$ cat config.mk
export PLATFORM = sky130hd
export DESIGN_NAME = replay_ctrl
export DESIGN_NICKNAME = d
export VERILOG_FILES = /design/src/rtl/replay_pkg.sv /design/src/rtl/replay_timer.sv /design/src/rtl/replay_ctrl.sv
export SDC_FILE = /design/constraint.sdc
export NUM_CORES = 1
export LEC_CHECK = 0
export ABC_AREA = 0
export CAP_MARGIN = 20
export CELL_PAD_IN_SITES_DETAIL_PLACEMENT = 1
export CELL_PAD_IN_SITES_GLOBAL_PLACEMENT = 2
export CORE_UTILIZATION = 30
export DETAILED_ROUTE_END_ITERATION = 12
export PLACE_DENSITY = 0.77
export SYNTH_ARGS = -nofsm -noshare
export SYNTH_HDL_FRONTEND = slang
export SYNTH_SLANG_ARGS = --single-unit
$ cat constraint.sdc
create_clock -name clk -period 2.3 [get_ports clk]
set_input_delay 0.46 -clock clk [delete_from_list [all_inputs] [get_ports clk]]
set_output_delay 0.46 -clock clk [all_outputs]
set_load 0.02 [all_outputs]
$ cat src/rtl/replay_pkg.sv
// Shared types and width helpers for the replay buffer controller.
// Provides the FSM state enum and pointer/counter width functions.
package replay_pkg;

    typedef enum logic [1:0] {
        IDLE,
        SEND,
        REPLAY,
        HALT
    } state_t;

    localparam int DEF_ADDR_W = 2;

    // Pointers carry one wrap bit above the slot address.
    function automatic int ptr_width(input int addr_w);
        return addr_w + 1;
    endfunction

    // Bits needed to hold values 0..max_val.
    function automatic int cnt_width(input int max_val);
        return (max_val < 2) ? 1 : $clog2(max_val + 1);
    endfunction

endpackage

$ cat src/rtl/replay_timer.sv
// Ack timeout counter: counts while enabled, clears on clr or !en.
// Ports: clk, reset (sync, active-high), clr, en in; expired out.
module replay_timer
    import replay_pkg::*;
#(
    parameter int TIMEOUT = 16
) (
    input  logic clk,
    input  logic reset,
    input  logic clr,
    input  logic en,
    output logic expired
);

    localparam int TW = cnt_width(TIMEOUT - 1);

    logic [TW-1:0] r_cnt;

    always_ff @(posedge clk) begin
        if (reset) begin
            r_cnt <= '0;
        end else if (clr || !en) begin
            r_cnt <= '0;
        end else begin
            r_cnt <= r_cnt + TW'(1);
        end
    end

    assign expired = en && (r_cnt == TW'(TIMEOUT - 1));

endmodule

$ cat src/rtl/replay_ctrl.sv
// Replay buffer sequencer: write/transmit/ack pointers, nak/timeout replay, halt.
// Ports: clk, reset, wr, ack, nak, tx_rdy in; w_addr, r_addr, tx_valid,
//        full, empty, replaying, link_err, ack_err out.
module replay_ctrl
    import replay_pkg::*;
#(
    parameter int ADDR_W     = DEF_ADDR_W,
    parameter int TIMEOUT    = 16,
    parameter int MAX_REPLAY = 3
) (
    input  logic              clk,
    input  logic              reset,
    input  logic              wr,
    input  logic              ack,
    input  logic              nak,
    input  logic              tx_rdy,
    output logic [ADDR_W-1:0] w_addr,
    output logic [ADDR_W-1:0] r_addr,
    output logic              tx_valid,
    output logic              full,
    output logic              empty,
    output logic              replaying,
    output logic              link_err,
    output logic              ack_err
);

    localparam int PW = ptr_width(ADDR_W);
    localparam int CW = cnt_width(MAX_REPLAY);
    localparam logic [PW-1:0] DEPTH_P = {1'b1, {ADDR_W{1'b0}}};
    localparam logic [PW-1:0] PTR_ONE = PW'(1);
    localparam logic [CW-1:0] CNT_ONE = CW'(1);

    state_t         r_state;
    logic [PW-1:0]  r_wr_ptr;
    logic [PW-1:0]  r_tx_ptr;
    logic [PW-1:0]  r_ack_ptr;
    logic [PW-1:0]  r_rend;
    logic [CW-1:0]  r_rcnt;
    logic           r_ack_err;

    logic [PW-1:0]  w_unacked;
    logic [PW-1:0]  w_sent;
    logic           w_has_sent;
    logic           w_wr_ok;
    logic           w_ack_ok;
    logic           w_expired;
    logic           w_nak_eff;
    logic           w_rewind;
    logic           w_tx_ok;
    logic [PW-1:0]  w_nx_wr;
    logic [PW-1:0]  w_nx_ack;
    logic [PW-1:0]  w_nx_tx;
    logic [PW-1:0]  w_nx_rend;
    logic [CW-1:0]  w_nx_rcnt;
    state_t         w_nx_state;

    assign w_unacked  = r_wr_ptr - r_ack_ptr;
    assign w_sent     = r_tx_ptr - r_ack_ptr;
    assign w_has_sent = (w_sent != '0);

    assign full      = (w_unacked == DEPTH_P);
    assign empty     = (w_unacked == '0);
    assign w_addr    = r_wr_ptr[ADDR_W-1:0];
    assign r_addr    = r_tx_ptr[ADDR_W-1:0];
    assign tx_valid  = (r_tx_ptr != r_wr_ptr) && (r_state != HALT);
    assign replaying = (r_state == REPLAY);
    assign link_err  = (r_state == HALT);
    assign ack_err   = r_ack_err;

    assign w_wr_ok   = wr && !full;
    assign w_ack_ok  = ack && w_has_sent;
    assign w_nak_eff = nak || w_expired;
    assign w_rewind  = w_nak_eff && w_has_sent && (r_state != HALT);
    assign w_tx_ok   = tx_valid && tx_rdy && !w_nak_eff;

    assign w_nx_wr  = w_wr_ok ? r_wr_ptr + PTR_ONE : r_wr_ptr;
    assign w_nx_ack = w_ack_ok ? r_ack_ptr + PTR_ONE : r_ack_ptr;

    replay_timer #(
        .TIMEOUT (TIMEOUT)
    ) u_timer (
        .clk     (clk),
        .reset   (reset),
        .clr     (w_ack_ok || w_rewind),
        .en      (w_has_sent && (r_state != HALT)),
        .expired (w_expired)
    );

    always_comb begin
        w_nx_tx    = r_tx_ptr;
        w_nx_rend  = r_rend;
        w_nx_rcnt  = r_rcnt;
        w_nx_state = r_state;
        if (w_ack_ok) begin
            w_nx_rcnt = '0;
        end
        if (w_rewind) begin
            w_nx_rcnt = w_nx_rcnt + CNT_ONE;
            // The halting replay keeps tx_ptr so late acks can still retire.
            if (w_nx_rcnt == CW'(MAX_REPLAY)) begin
                w_nx_state = HALT;
            end else begin
                w_nx_tx    = w_nx_ack;
                w_nx_rend  = r_tx_ptr;
                w_nx_state = REPLAY;
            end
        end else begin
            if (w_tx_ok) begin
                w_nx_tx = r_tx_ptr + PTR_ONE;
            end
            unique case (r_state)
                IDLE: begin
                    if (w_wr_ok) w_nx_state = SEND;
                end
                SEND: begin
                    if (w_nx_wr == w_nx_ack) w_nx_state = IDLE;
                end
                REPLAY: begin
                    if (w_nx_tx == r_rend) begin
                        w_nx_state = (w_nx_wr == w_nx_ack) ? IDLE : SEND;
                    end
                end
                HALT: begin
                    w_nx_state = HALT;
                end
            endcase
        end
    end

    always_ff @(posedge clk) begin
        if (reset) begin
            r_state   <= IDLE;
            r_wr_ptr  <= '0;
            r_tx_ptr  <= '0;
            r_ack_ptr <= '0;
            r_rend    <= '0;
            r_rcnt    <= '0;
            r_ack_err <= 1'b0;
        end else begin
            r_state   <= w_nx_state;
            r_wr_ptr  <= w_nx_wr;
            r_tx_ptr  <= w_nx_tx;
            r_ack_ptr <= w_nx_ack;
            r_rend    <= w_nx_rend;
            r_rcnt    <= w_nx_rcnt;
            r_ack_err <= ack && !w_has_sent;
        end
    end

endmodule
==> flow_summary.ini <==
[run_status]
status = finished with violations
violations = negative setup slack

[power_and_ir_drop]
power_frac_seq_pct = 20.2
p_leak_nw = 0.7633
vdd_drop_max_v = 0.0004776
switching_share_pct = 43.30
p_switching_w = 0.001121
clkPwrFrac_pct = 10.0
p_int_w = 0.001469
combPwrFrac_pct = 69.8
power_density_mw_per_mm2 = 1405
total_power_w = 0.002590

[routing]
drc_errors = 0
vias = 1135
drt_iter0_drc = 53
wire_per_inst_um = 15.35
wl_mm = 3.669
vias_per_cell = 4.749
drtPass1Iterations = 4
antenna_left = 0

[critical_path]
crit_path_max_fanout = 4
slowest_delay_ps = 420
cp_top_family = simple AND/OR/NAND/NOR gates
required_ps = 2520
path_class = flop to flop
crit_chain = inv_4, ha_4, nor2b_4, or3_4, a31oi_4, mux2_4, mux2i_1, nor2_1, a311oi_1, o211a_1
endpoint_kind = flop
path_buf_inv = 1
cp.arrival_ps = 2530
critPathSlowestCell = or3_4
start_kind = flop

[timing]
period_share_pct = 100.5
slew_headroom_pct = 66.47
tns_ps = -16.38
tightest_slew_ps = 501.3
final-hold-violation-count = 0
post-route-min-period_ps = 2310
slew_violations = 0
fin_ws_ps = -10.38
rsz0062_at_grt = yes
finalClockSkew_ps = 1.627
fmax_mhz = 432.8
setup_violations = 2
holdWs_ps = 467.4

[grt]
grt_overflow = 0
grt_max_degree = 14
grt_usage_pct = 18.37
antenna_found_initial = 0
grt_first_pass_wirelength_mm = 5.892
grt_pass1_vias = 1225

[placed_design]
dpl.hpwl_mm = 2.771
postPlaceCellArea_mm2 = 0.001638
io_buffers = 15
routabilityCongestion = 0.7585

[synthesis]
synth-seq-cells = 21
synth_edf_count = 0
synth_warnings = 0
synth_cell_type_count = 40
syn-cell-area_mm2 = 0.001284
avgSynthCellArea_um2 = 8.674
syn_inst = 148
yosys_most_used_dff = dfxtp_1
async_flop_share_pct = 0
synthesis.nets = 163
yosysSeqAreaShare_pct = 32.75

[finish]
fin_area_mm2 = 0.001843
final_util_pct = 45.42
final_cell_mix = buf_4 (29), nor2_1 (21), dfxtp_1 (17), clkdlybuf4s50_1 (13), nand2_1 (12)
final_common_cell = buf_4
fin_nets = 205
fillers = 478
diodes = 0
drive_above_1_share_pct = 34.39
area_growth_pct = 43.57

[floorplan]
die_width_um = 67.42
die_h_um = 67.42
die_area_mm2 = 0.004545
std_cell_rows = 23
io_pins = 16
start_util_pct = 31.64
design.core.area_mm2 = 0.004058

[clock_tree]
htreeDepth = 1
cts.sinks = 21
cts.reportedPaths.clkPinSlew_ps = 80
clockBufferDepth = 2
cts-root-buf = clkbuf_8
cts_buffers = 3
clock_latency_ps = 270
cts_tree = built

[hold_path]
hold_class = flop to flop

[job]
max_cap_violations = 0
## timing repair
| action | in CTS | in global routing |
|---|---|---|
| setup endpoints to repair | 8 | 9 |
| pin swaps | 9 | 7 |
| hold buffers | 0 | 0 |
| setup buffers | 5 | 1 |
| gates resized for setup | 18 | 12 |
## state kept, by name, summed over array words and instances (netlist names)
signal,count
u_timer.r_cnt,4
r_ack_ptr,3
r_rend,3
r_tx_ptr,3
r_wr_ptr,3
r_rcnt,2
r_state,2
ack_err,1
## cell usage after synthesis (2+ instances only)
cell type,n,area share [%]
nor2_1,22,6.4
dfxtp_1,21,33
nand2_1,13,3.8
xnor2_1,10,6.8
ha_1,9,8.8
xor2_1,9,6.1
a21oi_1,8,3.1
inv_1,6,1.8
nor2b_1,5,2.4
buf_4,4,2.3
nand3_1,4,1.6
mux2i_1,3,2.3
nor3_1,3,1.2
clkbuf_1,2,0.59
nand3_2,2,1.6
nand4_1,2,0.97
xor2_2,2,2.5
## worst paths after layout
path	startpoint	endpoint	slack [ps]	cells after the start
worst max-delay path	r_tx_ptr[0]	r_state[0]	-10	10
worst min-delay path	u_timer.r_cnt[0]	u_timer.r_cnt[0]	470	1
worst max register to register	r_tx_ptr[0]	r_state[0]	-10	10
worst min register to register	u_timer.r_cnt[0]	u_timer.r_cnt[0]	470	1
## layout make-up
| class | count | area, µm² | area share [%] |
|---|---|---|---|
| Timing Repair Buffer | 45 | 376.6 | 20.43 |
| Clock buffer | 3 | 41.29 | 2.240 |
| Tap cell | 50 | 62.56 | 3.394 |
| Sequential cell | 21 | 430.4 | 23.35 |
| Inverter | 6 | 25.02 | 1.358 |
| Multi-Input combinational cell | 113 | 900.9 | 48.88 |
| Clock inverter | 1 | 6.256 | 0.3394 |
## logic make-up after synthesis
kind of cell | share of synthesized area, %
xor+xnor | 15.50
compound gates | 9.942
simple gates | 23.98
mux | 3.216
flops | 32.75
fa+ha+maj | 8.772
buf+inv | 5.848
## per-layer routing
metal	wire length (µm)	GRT usage (%)	up-vias	share of wire, %
met2	2077	38.00	12	57
li1	-	-	574	-
met4	19	3.191	0	0.52
met3	83	4.054	4	2.3
met5	0	0	-	0
met1	1489	18.30	545	41
## power by group through the flow
stage | registers (W) | clock network, W | logic, W
after CTS | 0.000521 | 0.000265 | 0.00173
final | 0.000524 | 0.000259 | 0.00181
after global placement | 0.000506 | 0 | 0.00152
after detailed placement | 0.000513 | 0 | 0.00158
after floorplan | 0.000540 | 0 | 0.000977
after global routing | 0.000536 | 0.000289 | 0.00197
## metrics by stage
step	setup slack (ps)	std cells
6_report	-10.38	239
5_1_grt	-122.4	239
4_1_cts	-47.26	238
3_5_place_dp	-197.0	229
3_3_place_gp	-111.4	229
2_1_floorplan	-11.59	148
No activity file was read; power rests on OpenSTA's default activity.
